==> src/rtl/activation_reg_bank.sv <==
// Bank of CH activation registers with init load, masked ReLU-clamped updates,
// and iteration / stability / nonzero tracking used for loop termination.
module activation_reg_bank #(
    parameter int WIDTH    = 32,
    parameter int CH       = 4,
    parameter int RELU     = 1,
    parameter int ITER_W   = 8,
    parameter int MAX_ITER = 255,
    parameter int STABLE_N = 2
) (
    input  logic                      clk,
    input  logic                      rst,
    input  logic                      ldInit,
    input  logic                      ldA,
    input  logic [CH-1:0]             chEn,
    input  logic [CH*WIDTH-1:0]       initDataIn,
    input  logic [CH*WIDTH-1:0]       newDataIn,
    output logic [CH*WIDTH-1:0]       dataOut,
    output logic [$clog2(CH+1)-1:0]   nonZeroCnt,
    output logic                      winner,
    output logic                      changed,
    output logic                      stable,
    output logic [ITER_W-1:0]         iterCnt,
    output logic                      timeout
);

    localparam int CNT_W = $clog2(CH+1);
    localparam int RUN_W = $clog2(STABLE_N+1);
    localparam logic [ITER_W-1:0] ITER_MAX_V = ITER_W'(MAX_ITER);
    localparam logic [RUN_W-1:0]  RUN_MAX_V  = RUN_W'(STABLE_N);

    logic [CH*WIDTH-1:0] data_q, data_d;
    logic [ITER_W-1:0]   iter_q, iter_d;
    logic [RUN_W-1:0]    run_q, run_d;
    logic                changed_q, changed_d;
    logic [CH*WIDTH-1:0] upd_vec;
    logic [CNT_W-1:0]    nz_cnt;

    // Negative update values become zero when the ReLU clamp is built in.
    function automatic logic [WIDTH-1:0] relu_clamp(input logic [WIDTH-1:0] v);
        if ((RELU != 0) && v[WIDTH-1]) begin
            return '0;
        end
        return v;
    endfunction

    always_comb begin
        upd_vec = '0;
        for (int i = 0; i < CH; i++) begin
            upd_vec[i*WIDTH +: WIDTH] = relu_clamp(newDataIn[i*WIDTH +: WIDTH]);
        end
    end

    always_comb begin
        data_d    = data_q;
        iter_d    = iter_q;
        run_d     = run_q;
        changed_d = changed_q;
        if (ldInit) begin
            data_d    = initDataIn;
            iter_d    = '0;
            run_d     = '0;
            changed_d = 1'b0;
        end else if (ldA) begin
            changed_d = 1'b0;
            for (int i = 0; i < CH; i++) begin
                if (chEn[i]) begin
                    if (upd_vec[i*WIDTH +: WIDTH] != data_q[i*WIDTH +: WIDTH]) begin
                        changed_d = 1'b1;
                    end
                    data_d[i*WIDTH +: WIDTH] = upd_vec[i*WIDTH +: WIDTH];
                end
            end
            // Run length saturates at STABLE_N so stable stays up while quiet.
            if (changed_d) begin
                run_d = '0;
            end else if (run_q != RUN_MAX_V) begin
                run_d = run_q + 1'b1;
            end
            if (iter_q != ITER_MAX_V) begin
                iter_d = iter_q + 1'b1;
            end
        end
    end

    always_ff @(posedge clk) begin
        if (rst) begin
            data_q    <= '0;
            iter_q    <= '0;
            run_q     <= '0;
            changed_q <= 1'b0;
        end else begin
            data_q    <= data_d;
            iter_q    <= iter_d;
            run_q     <= run_d;
            changed_q <= changed_d;
        end
    end

    always_comb begin
        nz_cnt = '0;
        for (int i = 0; i < CH; i++) begin
            nz_cnt = nz_cnt + CNT_W'(|data_q[i*WIDTH +: WIDTH]);
        end
    end

    assign dataOut    = data_q;
    assign nonZeroCnt = nz_cnt;
    assign winner     = (nz_cnt == CNT_W'(1));
    assign changed    = changed_q;
    assign stable     = (run_q == RUN_MAX_V);
    assign iterCnt    = iter_q;
    assign timeout    = (iter_q == ITER_MAX_V);

endmodule

==> config.mk <==
export PLATFORM = sky130hd
export DESIGN_NAME = activation_reg_bank
export DESIGN_NICKNAME = d
export VERILOG_FILES = /design/src/rtl/activation_reg_bank.sv
export SDC_FILE = /design/constraint.sdc
export NUM_CORES = 1
export LEC_CHECK = 0
export ABC_AREA = 1
export BUFFER_PORTS_ARGS = -buffer_cell sky130_fd_sc_hd__buf_2
export CORE_AREA = 3 3 159 161
export DETAILED_ROUTE_END_ITERATION = 7
export DIE_AREA = 0 0 162 164
export PLACE_DENSITY_LB_ADDON = 0.2
export SYNTH_ARGS = -nofsm -noshare
export SYNTH_HDL_FRONTEND = slang
export SYNTH_SLANG_ARGS = --single-unit
export TNS_END_PERCENT = 5
==> constraint.sdc <==
create_clock -name clk -period 2.8 [get_ports clk]
set_input_delay 0.28 -clock clk [delete_from_list [all_inputs] [get_ports clk]]
set_output_delay 0.28 -clock clk [all_outputs]
set_load 0.02 [all_outputs]
==> results of run 1 <==
power breakdown:
part | switching, uW | leakage, uW | internal [uW]
registers | 87.6 | 0.00115 | 2090
logic | 958 | 0.00578 | 602
clock network | 956 | 0.000288 | 1440
worst min-delay path, delay by kind of cell:
family                 cells  cell delay (ns)
and+or+nand+nor            1             0.05
AOI/OAI and AO/OA          1             0.05
buffers and inverters      1             0.10
synthesized netlist by cell type (all sizes together):
library cell  number  area share
o211ai             3      0.0024
inv              264        0.11
a21oi             17      0.0092
nand3b             1     0.00081
nor3               3      0.0016
nand4             24       0.016
o21ai             37       0.020
a221oi             7      0.0066
dfxtp            139        0.30
nand3            105       0.057
clkinv             2     0.00081
nor3b              1     0.00081
nor2             127       0.052
a211oi             2      0.0016
a31oi             24       0.016
fa                 1      0.0022
clkbuf            38       0.015
ha                 4      0.0054
nor4              16       0.011
nand2            664        0.27
o221ai            88       0.083
buf               30       0.019
worst max-delay path by stage:
| stage | cells past startpoint | slack (ns) | from | end |
|---|---|---|---|---|
| final | 10 | -0.46 | dataOut[123]$_SDFFE_PP0P_ | winner |
| after global routing | 10 | -0.58 | dataOut[123]$_SDFFE_PP0P_ | winner |
| after CTS | 10 | -0.65 | dataOut[121]$_SDFFE_PP0P_ | winner |
| after detailed placement | 10 | -0.29 | dataOut[112]$_SDFFE_PP0P_ | winner |
| after global placement | 10 | -0.28 | dataOut[112]$_SDFFE_PP0P_ | winner |
| after floorplan | 8 | 0.007 | dataOut[112]$_SDFFE_PP0P_ | winner |
layer usage:
layer	GRT usage	vias up	part of all wire
met5	0	-	0.00094
met4	0.110	6	0.033
met3	0.0578	81	0.080
met2	0.483	542	0.48
met1	0.338	5428	0.41
li1	-	5987	-
cell families after synthesis:
group | Yosys count
adders and majority gates | 5
and+or+nand+nor | 941
AOI/OAI and AO/OA | 178
buffers and inverters | 334
DFF | 139
state kept, by name, summed over array words and instances (netlist names):
register	cells
iterCnt	8
changed	1
dataOut	128
run_q	2
timing repair:
| action | CTS | global route |
|---|---|---|
| hold buffers | 0 | 0 |
| resized for setup | 12 | 2 |
| pin swaps | 7 | 4 |
| hold endpoints to repair | 0 | 0 |
| setup endpoints to repair | 4 | 4 |
final cells by class:
type,count,area (sq um)
tap,324,405
timing repair buffer,488,2730
fill,2568,11400
multi-input combinational,1124,5200
antenna,4,10.0
sequential,139,2790
clock inverter,12,161
inverter,266,1000
clock buffer,20,447
through the flow:
| step | TNS, ns | area [sq um] |
|---|---|---|
| 2_1_floorplan | 0 | 9240 |
| 4_1_cts | -1.99 | 12700 |
| 6_report | -1.22 | 12700 |
| 3_3_place_gp | -0.372 | 12000 |
| 5_1_grt | -1.62 | 12700 |
| 3_5_place_dp | -0.423 | 12000 |
==> impl_metrics.ini, run 1 <==
[grt]
grt_first_pass_wirelength_um = 59000
track_usage = 0.278
grt_max_degree = 59
grt_overflow = 0
grt_pass1_vias = 11100
grt_antenna_before_repair = 7

[outcome]
status = complete, but fails checks
failed_checks = setup timing

[clock_network]
post-cts-setup-buffers = 0
cts_tree = built
numClockSinks = 139
clock_path_buffers = 2
clk_pin_slew_ns = 0.07
clockRootBuffer = clkbuf_16
h-tree-depth = 4
insertion_delay_ns = 0.42
numCtsBuffers = 17

[final_layout]
layout-drive-gt1-share = 0.259
layout_commonest_cell = nand2_1
layout_common_cells = nand2_1, buf_2, inv_1
instances_no_fill = 2377
syn_to_final_growth_pct = 37.9
fin_util = 0.528
fin_nets = 2305

[power_and_ir_drop]
leakagePower_uw = 0.00721
powerDensity_nw_per_um2 = 482
ir_drop_uv = 323
p_total_uw = 6130

[timing]
period_share = 1.16
slew_viol_final = 0
hold_viol = 0
hold_ws_ns = 0.116
slew_headroom = 0.434
tightest_slew_ns = 0.848
setup_viol = 4
max_freq_ghz = 0.307
rsz0062_at_grt = true
worst_slack_ns = -0.460
min_period_ns = 3.26
fin_skew_ns = 0.0171

[critical_path]
slowest_stage = fa_1
crit_buf_inv = 2
r2r-start = dataOut[45]$_SDFFE_PP0P_
path_cells = nor4_4 > nand4_1 > nor4_1 > buf_4 > nand4_1 > fa_1 > ha_4 > ha_4 > nor3b_2 > buf_4
worstSetupPathType = register to output port
rr_worst_depth = 14
worst_r2r_endpoint = run_q[1]$_SDFFE_PP0P_
crit_fanout = 2
cpPeakStageDelay_ns = 0.62
endpoint_kind = output port
critPathLaunchType = register
critical_path.top_delay_family = adder cells
crit_arrival_ns = 2.98
rrSetupSlack_ns = 0.98
crit_required_ns = 2.52

[floorplanning]
die_h_um = 164
initial_core_util = 0.383
dieWidth_um = 162
rows = 57
die_area_sq_um = 26600
coreArea_sq_um = 24100
io_pins = 407

[worst_hold_path]
hold_start = initDataIn[95]
min_path_cells = 3
holdCritPathClass = primary input to register
min_to = dataOut[95]$_SDFFE_PP0P_

[placement]
placed_cells = 2341
portBuffers = 406
pre_cts_ws_ns = -0.291
place_hpwl_um = 29900
gp_congestion = 0.918

[job]
drv_cap = 0

[route]
avgRoutedWirePerCell_um = 16.2
drc_errors = 0
vias_per_cell = 5.07
first_iter_violations = 870
ant_nets = 0
dr.pass1.iters = 6
wl_um = 38500
vias = 12000

[logic_synthesis]
synth_seq_area_share = 0.301
synth_xor_area_frac = 0
synth_area_per_cell_sq_um = 5.78
yosys.area_share.simple = 0.409
syn-num-nets = 1866
muxShareOfSynthArea = 0
synth_compound_area_frac = 0.140
synth.distinct_cells = 28
synth_seq_cells = 139
synth_top_family_by_area = simple AND/OR/NAND/NOR gates
yosys_warnings = 0
syn_inst = 1597
syn-cell-area_sq_um = 9230
synthAdderAreaFrac = 0.00759
Power figures use the tool's default switching activity.
==> inputs of run 2 (changes only) <==
--- a/config.mk
+++ b/config.mk
@@ -6,8 +6,9 @@
 export NUM_CORES = 1
 export LEC_CHECK = 0
 export ABC_AREA = 1
-export BUFFER_PORTS_ARGS = -buffer_cell sky130_fd_sc_hd__buf_2
+export BUFFER_PORTS_ARGS = -buffer_cell sky130_fd_sc_hd__buf_4
 export CORE_AREA = 3 3 159 161
+export CTS_BUF_LIST = sky130_fd_sc_hd__clkbuf_8 sky130_fd_sc_hd__clkbuf_16
 export DETAILED_ROUTE_END_ITERATION = 7
 export DIE_AREA = 0 0 162 164
 export PLACE_DENSITY_LB_ADDON = 0.2
==> run 2 against run 1 <==
- the flow still finishes with violations (setup timing)
- first-iteration DRC count increased by 23%
- clock power grew 8%
- core utilization is 3.9 points higher
- die area unchanged
- worst hold slack worse by 0.0088 ns
- wire length grew 2.1%
- count of clock-buffer cells in the layout did not move
- critical path type unchanged
- largest power group unchanged
- via count decreased by 0.32%
==> impl_metrics.ini, run 2 (synthesis gave the netlist of run 1 again) <==
[route]
avgRoutedWirePerCell_um = 16.7
first_iter_violations = 1071
ant_nets = 0
vias_per_cell = 5.09
m1WireLength_um = 15600
top_layer_used = met4
wl_met2_um = 18600
vias = 12000
drc_errors = 0
dr_wl_met3_um = 3790
dr.pass1.iters = 6
wl_um = 39300

[final_layout]
layout_commonest_cell = nand2_1
layout-drive-gt1-share = 0.255
nFillCells = 2432
largest_register_ffs = 128
fin_nets = 2294
num_antenna_cells = 0
instances_no_fill = 2360
syn_to_final_growth_pct = 48.1
layout_common_cells = nand2_1, buf_4, inv_1

[placement]
gp_congestion = 0.916
placed_cells = 2330
portBuffers = 406
pre_cts_ws_ns = -0.323
place_hpwl_um = 30500

[critical_path]
cpPeakStageDelay_ns = 0.56
critPathLaunchType = register
slowest_stage = fa_1
critical_path.top_delay_family = simple AND/OR/NAND/NOR gates
crit_buf_inv = 2
worst-path-stages = 10
rrSetupSlack_ns = 0.91
crit_fanout = 2
r2r-start = dataOut[39]$_SDFFE_PP0P_
worst_r2r_endpoint = run_q[1]$_SDFFE_PP0P_
crit_arrival_ns = 3.01
worstSetupPathType = register to output port
rr_worst_depth = 15
endpoint_kind = output port
path_cells = nor4_4 > nand4_1 > nor4_2 > buf_4 > nand4_1 > fa_1 > ha_4 > ha_4 > nor3b_2 > buf_4
crit_required_ns = 2.52

[timing]
period_share = 1.17
worst_slack_ns = -0.485
min_period_ns = 3.29
slew_viol_final = 0
setup_viol = 4
slew_headroom = 0.425
rsz0062_at_grt = true
hold_viol = 0
fin_skew_ns = 0.0146
tightest_slew_ns = 0.859
max_freq_ghz = 0.304

[floorplanning]
coreArea_sq_um = 24100
rows = 57
initial_core_util = 0.383
die_area_sq_um = 26600
dieWidth_um = 162
io_pins = 407
die_h_um = 164

[clock_network]
numCtsBuffers = 17
ctsHoldBuffers = 0
cts_tree = built
clockRootBuffer = clkbuf_16
post-cts-setup-buffers = 0
numClockSinks = 139
insertion_delay_ns = 0.43
clock_path_buffers = 2
clk_pin_slew_ns = 0.07
h-tree-depth = 4

[outcome]
failed_checks = setup timing
status = complete, but fails checks

[worst_hold_path]
holdCritPathClass = primary input to register
hold_start = initDataIn[88]
min_path_cells = 3
min_to = dataOut[88]$_SDFFE_PP0P_

[grt]
grt_max_degree = 59
grt_first_pass_wirelength_um = 59200
track_usage = 0.280
grt_antenna_before_repair = 0
grt_overflow = 0
grt_pass1_vias = 11100

[power_and_ir_drop]
leakagePower_uw = 0.00743
clkPwrFrac = 0.398
seqPwrFrac = 0.338
ir_drop_uv = 416
combPwrFrac = 0.264
p_total_uw = 6470
swShare = 0.306
p_sw_uw = 1980
intPower_uw = 4490
powerDensity_nw_per_um2 = 473

[job]
drv_cap = 0
[run 2: changes by cell type in the layout (fill, tap and decap cells not counted), moves of 2 or more]
cell / change
nor4_2: +2
buf_6: +2
clkinvlp_4: -2
bufinv_16: +2
buf_4: +391
diode_2: -4
inv_6: -3
clkbuf_8: +2
clkbuf_1: -2
buf_12: -2
buf_2: -402
[run 2: final cells by class]
cell class,count,area (sq um),area share
clock buffer,20,467,0.0341
clock inverter,10,189,0.0138
inverter,266,1000,0.0731
multi-input combinational,1124,5190,0.380
sequential,139,2780,0.204
tap,324,405,0.0296
timing repair buffer,477,3630,0.266
[run 2: worst reg2reg max path: stages, from the launching register on]
cell,delay (ns)
dfxtp_1,0.33
buf_4,0.15
inv_1,0.06
nand3_1,0.06
nand2_1,0.09
nor2_1,0.19
nand2_1,0.08
nor2_1,0.10
nand2_1,0.06
nor2_1,0.11
nor2_1,0.09
nor2_1,0.16
nand2_1,0.09
nand2_1,0.09
nand2_1,0.06
a21oi_1,0.11
[run 2: worst max path at each step]
| stage | from | slack [ns] | endpoint |
|---|---|---|---|
| final | dataOut[113]$_SDFFE_PP0P_ | -0.49 | winner |
| after global routing | dataOut[121]$_SDFFE_PP0P_ | -0.63 | winner |
| after CTS | dataOut[121]$_SDFFE_PP0P_ | -0.68 | winner |
| after detailed placement | dataOut[112]$_SDFFE_PP0P_ | -0.32 | winner |
| after global placement | dataOut[112]$_SDFFE_PP0P_ | -0.27 | winner |
| after floorplan | dataOut[112]$_SDFFE_PP0P_ | 0.007 | winner |
[run 2: per-stage QoR]
| stage | area, sq um | hold WS, ns | TNS, ns | util |
|---|---|---|---|---|
| after global routing | 13700 | 0.117 | -1.94 | 0.567 |
| after CTS | 13700 | 0.0974 | -2.15 | 0.567 |
| after global placement | 12900 | 0.461 | -0.592 | 0.537 |
| after floorplan | 9240 | 0.372 | 0 | - |
| final | 13700 | 0.107 | -1.37 | 0.567 |
| after detailed placement | 12900 | 0.470 | -0.717 | 0.537 |
[run 2: repair_timing]
action	in CTS	in global routing
pin swaps	6	3
cloned	0	0
gates resized for setup	10	2
setup endpoints to repair	4	4
endpoints found under the hold margin	0	0
[run 2: power by group through the flow]
stage | clock network, uW | logic, uW | registers, uW
final | 2580 | 1710 | 2190
after global routing | 2680 | 1870 | 2200
after CTS | 2610 | 1700 | 2180
after detailed placement | 0 | 1690 | 2230
after global placement | 0 | 1680 | 2220
after floorplan | 0 | 725 | 2360
[run 2: per-layer routing]
layer  vias up  GRT usage
met5         -          0
li1       5964          -
met4         0     0.0962
met3        75     0.0719
met2       558      0.483
met1      5408      0.339
